### src/rtl/cpu_ctrl_gen_if.sv
// cpu_ctrl_gen_if -- byte-stream and instruction-memory bus of the CPU state manager.
//   rx_*   : UART receive FIFO -> controller (valid/ready)
//   tx_*   : controller -> UART transmit FIFO (valid/ready)
//   imem_* : controller -> instruction memory write port
// master modport: the controller; slave modport: the FIFOs/imem side.
interface cpu_ctrl_gen_if #(
    parameter int BYTE_W = 8,
    parameter int WORD_W = 32,
    parameter int ADDR_W = 15
);
    logic [BYTE_W-1:0] rx_data;
    logic              rx_valid;
    logic              rx_ready;
    logic [BYTE_W-1:0] tx_data;
    logic              tx_valid;
    logic              tx_ready;
    logic              imem_we;
    logic [ADDR_W-1:0] imem_addr;
    logic [WORD_W-1:0] imem_wdata;

    modport master (
        input  rx_data, rx_valid, tx_ready,
        output rx_ready, tx_data, tx_valid, imem_we, imem_addr, imem_wdata
    );
    modport slave (
        output rx_data, rx_valid, tx_ready,
        input  rx_ready, tx_data, tx_valid, imem_we, imem_addr, imem_wdata
    );
endinterface

### src/rtl/cpu_ctrl_gen.sv
// cpu_ctrl_gen -- CPU top-level state manager: program load, init, run, end.
// Receives a word count and program bytes from the UART, assembles words and
// writes them to instruction memory, acks the load, holds the core in reset
// for INIT_WAIT cycles, then counts run cycles until the core halts.
// Ports:
//   clk, rstn     clock, async active-low reset
//   usr_load      pulse: (re)start a program load (highest priority)
//   usr_rst       pulse: restart the core without reloading (RUN/END only)
//   bus           rx/tx byte handshakes and imem write port (master side)
//   cpu_rstn      core reset, high only in RUN/END
//   cpu_halt      core halted (level)
//   clock_count   RUN cycles of the last run (saturating)
//   led_stat      one-hot {IDLE,LD_SIZE,LD_DATA,ACK,INIT,RUN}; END = 0
// WORD_W must be at least 2*BYTE_W and a multiple of it.
module cpu_ctrl_gen #(
    parameter int              BYTE_W     = 8,
    parameter int              WORD_W     = 32,
    parameter int              ADDR_W     = 15,
    parameter int              INIT_WAIT  = 16,
    parameter bit              BIG_ENDIAN = 1'b1,
    parameter logic [BYTE_W-1:0] ACK_BYTE = 8'hAA
) (
    input  logic                clk,
    input  logic                rstn,
    input  logic                usr_load,
    input  logic                usr_rst,
    cpu_ctrl_gen_if.master      bus,
    output logic                cpu_rstn,
    input  logic                cpu_halt,
    output logic [31:0]         clock_count,
    output logic [5:0]          led_stat
);
    localparam int BPW  = WORD_W / BYTE_W;
    localparam int BI_W = (BPW > 1) ? $clog2(BPW) : 1;
    localparam int IW_W = (INIT_WAIT > 1) ? $clog2(INIT_WAIT) : 1;
    localparam int PW_W = WORD_W - BYTE_W;

    typedef enum logic [2:0] {
        S_IDLE, S_LD_SIZE, S_LD_DATA, S_ACK, S_INIT, S_RUN, S_END
    } st_t;

    st_t                state;
    logic [1:0]         sz_idx;
    logic [31-BYTE_W:0] size_sh;   // size bytes received so far
    logic [31:0]        n_words;
    logic [31:0]        word_idx;  // full width so oversize loads never wrap
    logic [BI_W-1:0]    byte_idx;
    logic [PW_W-1:0]    wbuf;      // bytes of the word in progress
    logic [IW_W-1:0]    init_cnt;
    logic               rx_ready_q, tx_valid_q, imem_we_q;
    logic [BYTE_W-1:0]  tx_data_q;
    logic [ADDR_W-1:0]  imem_addr_q;
    logic [WORD_W-1:0]  imem_wdata_q;

    logic               rx_fire;
    logic [31:0]        size_nx;
    logic [WORD_W-1:0]  word_nx;

    assign rx_fire = bus.rx_valid && rx_ready_q;
    assign size_nx = {size_sh, bus.rx_data};
    // Big-endian shifts new bytes in at the bottom, little-endian at the top.
    assign word_nx = BIG_ENDIAN ? {wbuf, bus.rx_data} : {bus.rx_data, wbuf};

    assign bus.rx_ready   = rx_ready_q;
    assign bus.tx_valid   = tx_valid_q;
    assign bus.tx_data    = tx_data_q;
    assign bus.imem_we    = imem_we_q;
    assign bus.imem_addr  = imem_addr_q;
    assign bus.imem_wdata = imem_wdata_q;

    function automatic logic [5:0] led_of(input st_t s);
        case (s)
            S_IDLE:    return 6'b100000;
            S_LD_SIZE: return 6'b010000;
            S_LD_DATA: return 6'b001000;
            S_ACK:     return 6'b000100;
            S_INIT:    return 6'b000010;
            S_RUN:     return 6'b000001;
            default:   return 6'b000000;
        endcase
    endfunction

    // State change: all state-derived outputs are registered alongside the
    // state, and per-state indices restart on every transition.
    task automatic go(input st_t s);
        state      <= s;
        led_stat   <= led_of(s);
        cpu_rstn   <= (s == S_RUN) || (s == S_END);
        rx_ready_q <= (s == S_LD_SIZE) || (s == S_LD_DATA);
        tx_valid_q <= (s == S_ACK);
        byte_idx   <= '0;
        sz_idx     <= '0;
        init_cnt   <= '0;
        if (s == S_ACK)  tx_data_q   <= ACK_BYTE;
        if (s == S_INIT) clock_count <= '0;
    endtask

    always_ff @(posedge clk or negedge rstn) begin
        if (!rstn) begin
            state        <= S_IDLE;
            led_stat     <= 6'b100000;
            cpu_rstn     <= 1'b0;
            clock_count  <= '0;
            sz_idx       <= '0;
            size_sh      <= '0;
            n_words      <= '0;
            word_idx     <= '0;
            byte_idx     <= '0;
            wbuf         <= '0;
            init_cnt     <= '0;
            rx_ready_q   <= 1'b0;
            tx_valid_q   <= 1'b0;
            tx_data_q    <= '0;
            imem_we_q    <= 1'b0;
            imem_addr_q  <= '0;
            imem_wdata_q <= '0;
        end else begin
            imem_we_q <= 1'b0;
            if (usr_load) begin
                go(S_LD_SIZE);
            end else begin
                case (state)
                    S_LD_SIZE: if (rx_fire) begin
                        size_sh <= size_nx[31-BYTE_W:0];
                        sz_idx  <= sz_idx + 2'd1;
                        if (sz_idx == 2'd3) begin
                            n_words  <= size_nx;
                            word_idx <= '0;
                            go((size_nx == 32'd0) ? S_ACK : S_LD_DATA);
                        end
                    end
                    S_LD_DATA: if (rx_fire) begin
                        wbuf     <= BIG_ENDIAN ? word_nx[PW_W-1:0] : word_nx[WORD_W-1:BYTE_W];
                        byte_idx <= byte_idx + 1'b1;
                        if (byte_idx == BI_W'(BPW - 1)) begin
                            byte_idx <= '0;
                            word_idx <= word_idx + 32'd1;
                            // Words past the memory depth are swallowed.
                            if (word_idx[31:ADDR_W] == '0) begin
                                imem_we_q    <= 1'b1;
                                imem_addr_q  <= word_idx[ADDR_W-1:0];
                                imem_wdata_q <= word_nx;
                            end
                            if (word_idx == n_words - 32'd1) go(S_ACK);
                        end
                    end
                    S_ACK: if (tx_valid_q && bus.tx_ready) go(S_INIT);
                    S_INIT: begin
                        if (init_cnt == IW_W'(INIT_WAIT - 1)) go(S_RUN);
                        else init_cnt <= init_cnt + 1'b1;
                    end
                    S_RUN: begin
                        if (usr_rst) go(S_INIT);
                        else if (cpu_halt) go(S_END);
                        else if (clock_count != 32'hFFFF_FFFF) clock_count <= clock_count + 32'd1;
                    end
                    S_END: if (usr_rst) go(S_INIT);
                    S_IDLE: ;
                    default: go(S_IDLE);
                endcase
            end
        end
    end
endmodule

### src/flat_wrapper.sv
// flat-port wrapper written by rule: the top's interface ports become plain ports
module cpu_ctrl_gen_flat 
#(
    parameter int              BYTE_W     = 8,
    parameter int              WORD_W     = 32,
    parameter int              ADDR_W     = 15,
    parameter int              INIT_WAIT  = 16,
    parameter bit              BIG_ENDIAN = 1'b1,
    parameter logic [BYTE_W-1:0] ACK_BYTE = 8'hAA
)
  (clk, rstn, usr_load, usr_rst, cpu_rstn, cpu_halt, clock_count, led_stat, bus_rx_data, bus_rx_valid, bus_tx_ready, bus_rx_ready, bus_tx_data, bus_tx_valid, bus_imem_we, bus_imem_addr, bus_imem_wdata);
  cpu_ctrl_gen_if #(.BYTE_W(BYTE_W), .WORD_W(WORD_W), .ADDR_W(ADDR_W)) bus_i ();
  input  logic clk;
  input  logic rstn;
  input  logic usr_load;
  input  logic usr_rst;
  output logic cpu_rstn;
  input  logic cpu_halt;
  output logic [31:0] clock_count;
  output logic [5:0] led_stat;
  input wire logic [$bits(bus_i.rx_data)-1:0] bus_rx_data;
  input wire logic [$bits(bus_i.rx_valid)-1:0] bus_rx_valid;
  input wire logic [$bits(bus_i.tx_ready)-1:0] bus_tx_ready;
  output wire logic [$bits(bus_i.rx_ready)-1:0] bus_rx_ready;
  output wire logic [$bits(bus_i.tx_data)-1:0] bus_tx_data;
  output wire logic [$bits(bus_i.tx_valid)-1:0] bus_tx_valid;
  output wire logic [$bits(bus_i.imem_we)-1:0] bus_imem_we;
  output wire logic [$bits(bus_i.imem_addr)-1:0] bus_imem_addr;
  output wire logic [$bits(bus_i.imem_wdata)-1:0] bus_imem_wdata;
  assign bus_i.rx_data = bus_rx_data;
  assign bus_i.rx_valid = bus_rx_valid;
  assign bus_i.tx_ready = bus_tx_ready;
  assign bus_rx_ready = bus_i.rx_ready;
  assign bus_tx_data = bus_i.tx_data;
  assign bus_tx_valid = bus_i.tx_valid;
  assign bus_imem_we = bus_i.imem_we;
  assign bus_imem_addr = bus_i.imem_addr;
  assign bus_imem_wdata = bus_i.imem_wdata;
  cpu_ctrl_gen #(.BYTE_W(BYTE_W), .WORD_W(WORD_W), .ADDR_W(ADDR_W), .INIT_WAIT(INIT_WAIT), .BIG_ENDIAN(BIG_ENDIAN), .ACK_BYTE(ACK_BYTE)) u_core (.clk(clk), .rstn(rstn), .usr_load(usr_load), .usr_rst(usr_rst), .bus(bus_i), .cpu_rstn(cpu_rstn), .cpu_halt(cpu_halt), .clock_count(clock_count), .led_stat(led_stat));
endmodule
### config.mk
export PLATFORM = sky130hd
export DESIGN_NAME = cpu_ctrl_gen_flat
export DESIGN_NICKNAME = d
export VERILOG_FILES = /design/src/rtl/cpu_ctrl_gen_if.sv /design/src/rtl/cpu_ctrl_gen.sv /design/src/flat_wrapper.sv
export SDC_FILE = /design/constraint.sdc
export NUM_CORES = 1
export LEC_CHECK = 0
export BUFFER_PORTS_ARGS = -buffer_cell sky130_fd_sc_hd__buf_2
export CORE_AREA = 2 2 165 167
export DETAILED_ROUTE_END_ITERATION = 7
export DIE_AREA = 0 0 167 169
export PLACE_DENSITY = 0.55
export SLEW_MARGIN = 15
export SYNTH_ARGS = -nofsm -noshare
export SYNTH_HDL_FRONTEND = slang
export SYNTH_SLANG_ARGS = --single-unit
### constraint.sdc
create_clock -name clk -period 7.8 [get_ports clk]
set_clock_uncertainty 0.15 [all_clocks]
set_input_delay 0 -clock clk [delete_from_list [all_inputs] [get_ports clk]]
set_output_delay 0 -clock clk [all_outputs]
set_load 0.02 [all_outputs]
# Word-level counts from Yosys, hierarchy flattened
# Cells that the tools add are included.
# op_classes
eq_ne,38
n_reduce_logical,21
addsub,6
n_mux,108
bitwise,1
# op_table
cell,count
32-bit 2-to-1 mux,12
32-bit case mux with 4 select lines,1
6-bit 2-to-1 mux,11
"32-bit by 1-bit adder with 32-bit output, second input constant",2
32-bit case mux with 2 select lines,1
8-bit 2-to-1 mux,6
4-bit 2-to-1 mux,11
6-bit case mux with 7 select lines,1
6-bit case mux with 6 select lines,1
3-bit 2-to-1 mux,11
32-bit equality test,1
32-bit zero test,1
2-bit 2-to-1 mux,16
"32-bit inequality test, second input constant",1
"32-bit by 1-bit subtractor with 32-bit output, second input constant",1
1-bit 2-to-1 mux,29
2-bit case mux with 7 select lines,2
4-bit case mux with 7 select lines,1
9-bit AND reduction,3
"3-bit by 2-bit inequality test with 1-bit output, second input constant",8
1-bit case mux with 7 select lines,3
3-bit case mux with 7 select lines,1
"3-bit equality test, second input constant",6
17-bit zero test,1
other kinds (23),43
# word_totals
out_inout_bits,97
regBits,220
wordCells,191

# Longest topological paths before layout
# depth
depth_word,8
depth_mapped,11

# Worst setup path before layout
# No wires, ideal clock.
# synth_timing
path_type,reg2reg
from,register u_core.n_words[3]
to,register u_core.sz_idx[0]
path_stages_with_launch,10
arrival_time_ps,2930
n_path_buf,1
setup_slack_ps,4592
t_required_ps,7522
path_cell_list,dfrtp_1 -> buf_6 -> or4_1 -> or3_1 -> xnor2_1 -> nor4_1 -> nand4_2 -> o31ai_4 -> nor3b_4 -> mux2_1
# synth_via
elab_chain_cells,4
# synth_rtl
item,line,text
from (decl),cpu_ctrl_gen.sv:45,logic [31:0] n_words;
from (signal assigned),cpu_ctrl_gen.sv:127,n_words <= size_nx;
32-bit by 1-bit subtractor with 32-bit output,cpu_ctrl_gen.sv:144,if (word_idx == n_words - 32'd1) go(S_ACK);
32-bit equality test,cpu_ctrl_gen.sv:144,
3-bit by 2-bit inequality test with 1-bit output (no line),--,
9-bit AND reduction (no line),--,
to (signal assigned),cpu_ctrl_gen.sv:125,sz_idx <= sz_idx + 2'd1;
to (decl),cpu_ctrl_gen.sv:43,logic [1:0] sz_idx;
# No other way between the ends.
# A chain may end at the register's enable or synchronous reset.

# Worst setup path after layout
# layout_timing
from,register u_core.n_words[10]
to,register u_core.sz_idx[1]
# The elaborated chain is that of the path after synthesis.

==> results_dict.tcl <==
set metrics [dict create \
    status "finished, final reports clean" \
    routedWlPerCell_um 17.2 \
    yosysTopAreaCell "dfrtp_1" \
    setup_tns_ps 0 \
    h-tree-depth 1 \
    synth.distinct_cells 69 \
    synthSimpleGateAreaFrac_pct 17.7 \
    via_count 7424 \
    ys_seq_elements 213 \
    start_util_pct 39.2 \
    synth_fa_ha_area_share_pct 0.723 \
    yosysMostFrequentCell "dfrtp_1" \
    drt-total-wl_mm 24.3 \
    clock.fmax_mhz 277 \
    die_h_um 169 \
    leakage_nw 5.99 \
    dp_slack_ps 4230 \
    netlist_instances 934 \
    syn_avg_cell_area_um2 11.1 \
    n_fill_cell 2513 \
    grt_max_degree 83 \
    ios 112 \
    route.antenna.remaining_nets 0 \
    holdCritStartpoint "bus_rx_data[1]" \
    synthFlopType "dfrtp_1" \
    cp_max_fo 7 \
    postLayoutCellArea_um2 12200 \
    drc 0 \
    drv_cap 0 \
    final_cell_count_no_fill 1411 \
    gp_routability_congestion 0.877 \
    synth_top_family_by_area "simple AND/OR/NAND/NOR gates" \
    cts.clk_slew.worst_paths_ps 60 \
    worstSetupStartpointType "flop" \
    r2r_end "u_core.sz_idx[1]$_DFFE_PN0P_" \
    worstSetupEndpointType "flop" \
    post-route-period-util_pct 46.2 \
    fin_crit_ps 3600 \
    synth_compound_area_share_pct 5.81 \
    hold_violations 0 \
    avgViaCountPerCell 5.26 \
    grt-ovfl-total 0 \
    synthTopCellsByArea "dfrtp_1 51%, mux2_2 14%, xor2_1 4.6%" \
    r2r_start "u_core.n_words[10]$_DFFE_PN0P_" \
    insertedDiodeCount 0 \
    coreArea_um2 26500 \
    hold_path.class "input pin to flop" \
    synth_edf_count 0 \
    rsz0062_at_grt "false" \
    synth_xor_xnor_area_share_pct 8.01 \
    ys_seq_area_share_pct 51.3 \
    synth_top_area_share_pct 51.1 \
    muxShareOfSynthArea_pct 14.2 \
    hpwl_mm 16.8 \
    setup_viol 0 \
    ys_warn_count 0 \
    crit_arrival_ps 3860 \
    firstDrtPassIters 5 \
    grt_usage_pct 17.4 \
    cts-root-buf "clkbuf_16" \
    cts_buffers 23 \
    layout.nets 1076 \
    die_x_um 167 \
    worst_slack_ps 4200 \
    maxSlewHeadroom_pct 37.1 \
    antenna_found_initial 0 \
    worstMarginPinSlew_ps 943 \
    drive_gt1_share_pct 27.9 \
    finalPower_mw 3.31 \
    powerDensity_nw_per_um2 272 \
    syn_area_um2 10400 \
    clkSinkCount 213 \
    insertion_delay_ps 520 \
    rr_worst_depth 9 \
    hold_end "u_core.n_words[1]$_DFFE_PN0P_" \
    areaGrowthSynthToFinish_pct 17.2 \
    placed_cells_incl_taps 1354 \
    async_flop_share_pct 100 \
    grt_first_pass_wirelength_mm 40.3 \
    die-area_um2 28200 \
    num_rows 60 \
    synth_commonest_cells "212 x dfrtp_1, 127 x mux2_2, 96 x nor2_1, 62 x nand2_1, 55 x xor2_1" \
    hold_path_depth 4 \
    placed_area_um2 11300 \
    cts_tree "built" \
    first_iter_violations 483 \
    vdd_drop_max_mv 0.145 \
    worstPathRequired_ps 8060 \
    clockBufferDepth 3 \
    rrSetupSlack_ps 4200 \
    worstSetupPathType "flop to flop" \
    slew_viol_final 0 \
    grt_pass1_vias 7281 \
    portBuffers 107 \
]
-- cell type report --
| class | count | area (µm²) | share of cell area [%] |
|---|---|---|---|
| Tap cell | 341 | 427 | 3.50 |
| Sequential cell | 213 | 5330 | 43.8 |
| Clock buffer | 33 | 653 | 5.36 |
| Inverter | 13 | 48.8 | 0.401 |
| Timing Repair Buffer | 131 | 786 | 6.45 |
| Clock inverter | 7 | 77.6 | 0.637 |
| Multi-Input combinational cell | 673 | 4860 | 39.9 |
-- placed cells by master, fill, tap and decap left out, types with 13 or more instances in the layout --
cell type      count
buf_2            106
or3_1             17
nand3_1           32
inv_1             13
and3_1            17
nor2_1            93
xor2_1            55
nand2_1           62
clkbuf_16         23
o21ai_0           25
dlygate4sd3_1     16
nor4_1            23
dfrtp_1          212
nor3_1            22
xnor2_1           40
mux2_2           127
a21oi_1           18
nand4_1           21
-- cell families after synthesis --
family | after synthesis
simple gates | 349
mux | 131
xor+xnor | 95
flops | 213
buf+inv | 51
other cells | 1
fa+ha+maj | 6
compound gates | 88
-- where the power goes --
group          total (mW)  switching (mW)  internal [mW]
sequential           1.46           0.191           1.27
clock                1.06           0.445          0.617
combinational       0.785           0.425          0.360
total                3.31            1.06           2.25
-- metal layers --
| layer | GRT usage (%) | wire length (µm) |
|---|---|---|
| met5 | 0 | 0 |
| met4 | 3.97 | 470 |
| met3 | 3.37 | 1230 |
| met2 | 26.2 | 10500 |
| met1 | 26.1 | 12100 |
-- flip-flops by register name, summed over array words and instances (netlist names) --
| signal | cells |
|---|---|
| u_core.bus.imem_addr | 15 |
| u_core.bus.imem_wdata | 32 |
| u_core.bus.imem_we | 1 |
| u_core.bus.rx_ready | 1 |
| u_core.bus.tx_data | 1 |
| u_core.bus.tx_valid | 1 |
| u_core.byte_idx | 2 |
| u_core.clock_count | 32 |
| u_core.cpu_rstn | 1 |
| u_core.init_cnt | 4 |
| u_core.led_stat | 6 |
| u_core.n_words | 32 |
| u_core.size_sh | 24 |
| u_core.state | 3 |
| u_core.sz_idx | 2 |
| u_core.wbuf | 24 |
| u_core.word_idx | 32 |
-- through the flow --
stage	util [%]	hold WS, ps
floorplan	-	-446
global placement	42.5	-113
detailed placement	42.5	-117
CTS	46.0	151
global route	46.0	188
finish	46.0	175
-- worst max-delay path by stage --
stage / from / end / slack (ps) / cells after the start
2_1_floorplan: u_core.n_words[3]$_DFFE_PN0P_ / u_core.sz_idx[0]$_DFFE_PN0P_ / 4590 / 9
3_3_place_gp: u_core.state[0]$_DFFE_PN0P_ / u_core.word_idx[31]$_DFFE_PN0P_ / 4250 / 8
3_5_place_dp: u_core.n_words[10]$_DFFE_PN0P_ / u_core.sz_idx[1]$_DFFE_PN0P_ / 4230 / 9
4_1_cts: u_core.n_words[10]$_DFFE_PN0P_ / u_core.sz_idx[1]$_DFFE_PN0P_ / 4230 / 9
5_1_grt: u_core.state[0]$_DFFE_PN0P_ / u_core.clock_count[31]$_DFFE_PN0P_ / 3820 / 10
6_report: u_core.n_words[10]$_DFFE_PN0P_ / u_core.sz_idx[1]$_DFFE_PN0P_ / 4200 / 9
-- critical path, cell delays in order (launching register included) --
cell     delay, ps
dfrtp_1        460
nor4_1         630
nand3_1        250
or4_1          560
o21ai_0        120
and3_1         190
nand4_2        150
o31ai_4        370
nor3b_4        270
mux2_1         340
-- timing repair --
| item | 4_1_cts | 5_1_grt |
|---|---|---|
| endpoints found under the hold margin | 133 | 0 |
| gates resized for setup | 0 | 0 |
| buffers inserted | 0 | 0 |
| setup endpoints to repair | 0 | 0 |
| hold buffers | 17 | 0 |
Note: power is estimated with default switching activity, not from simulation.
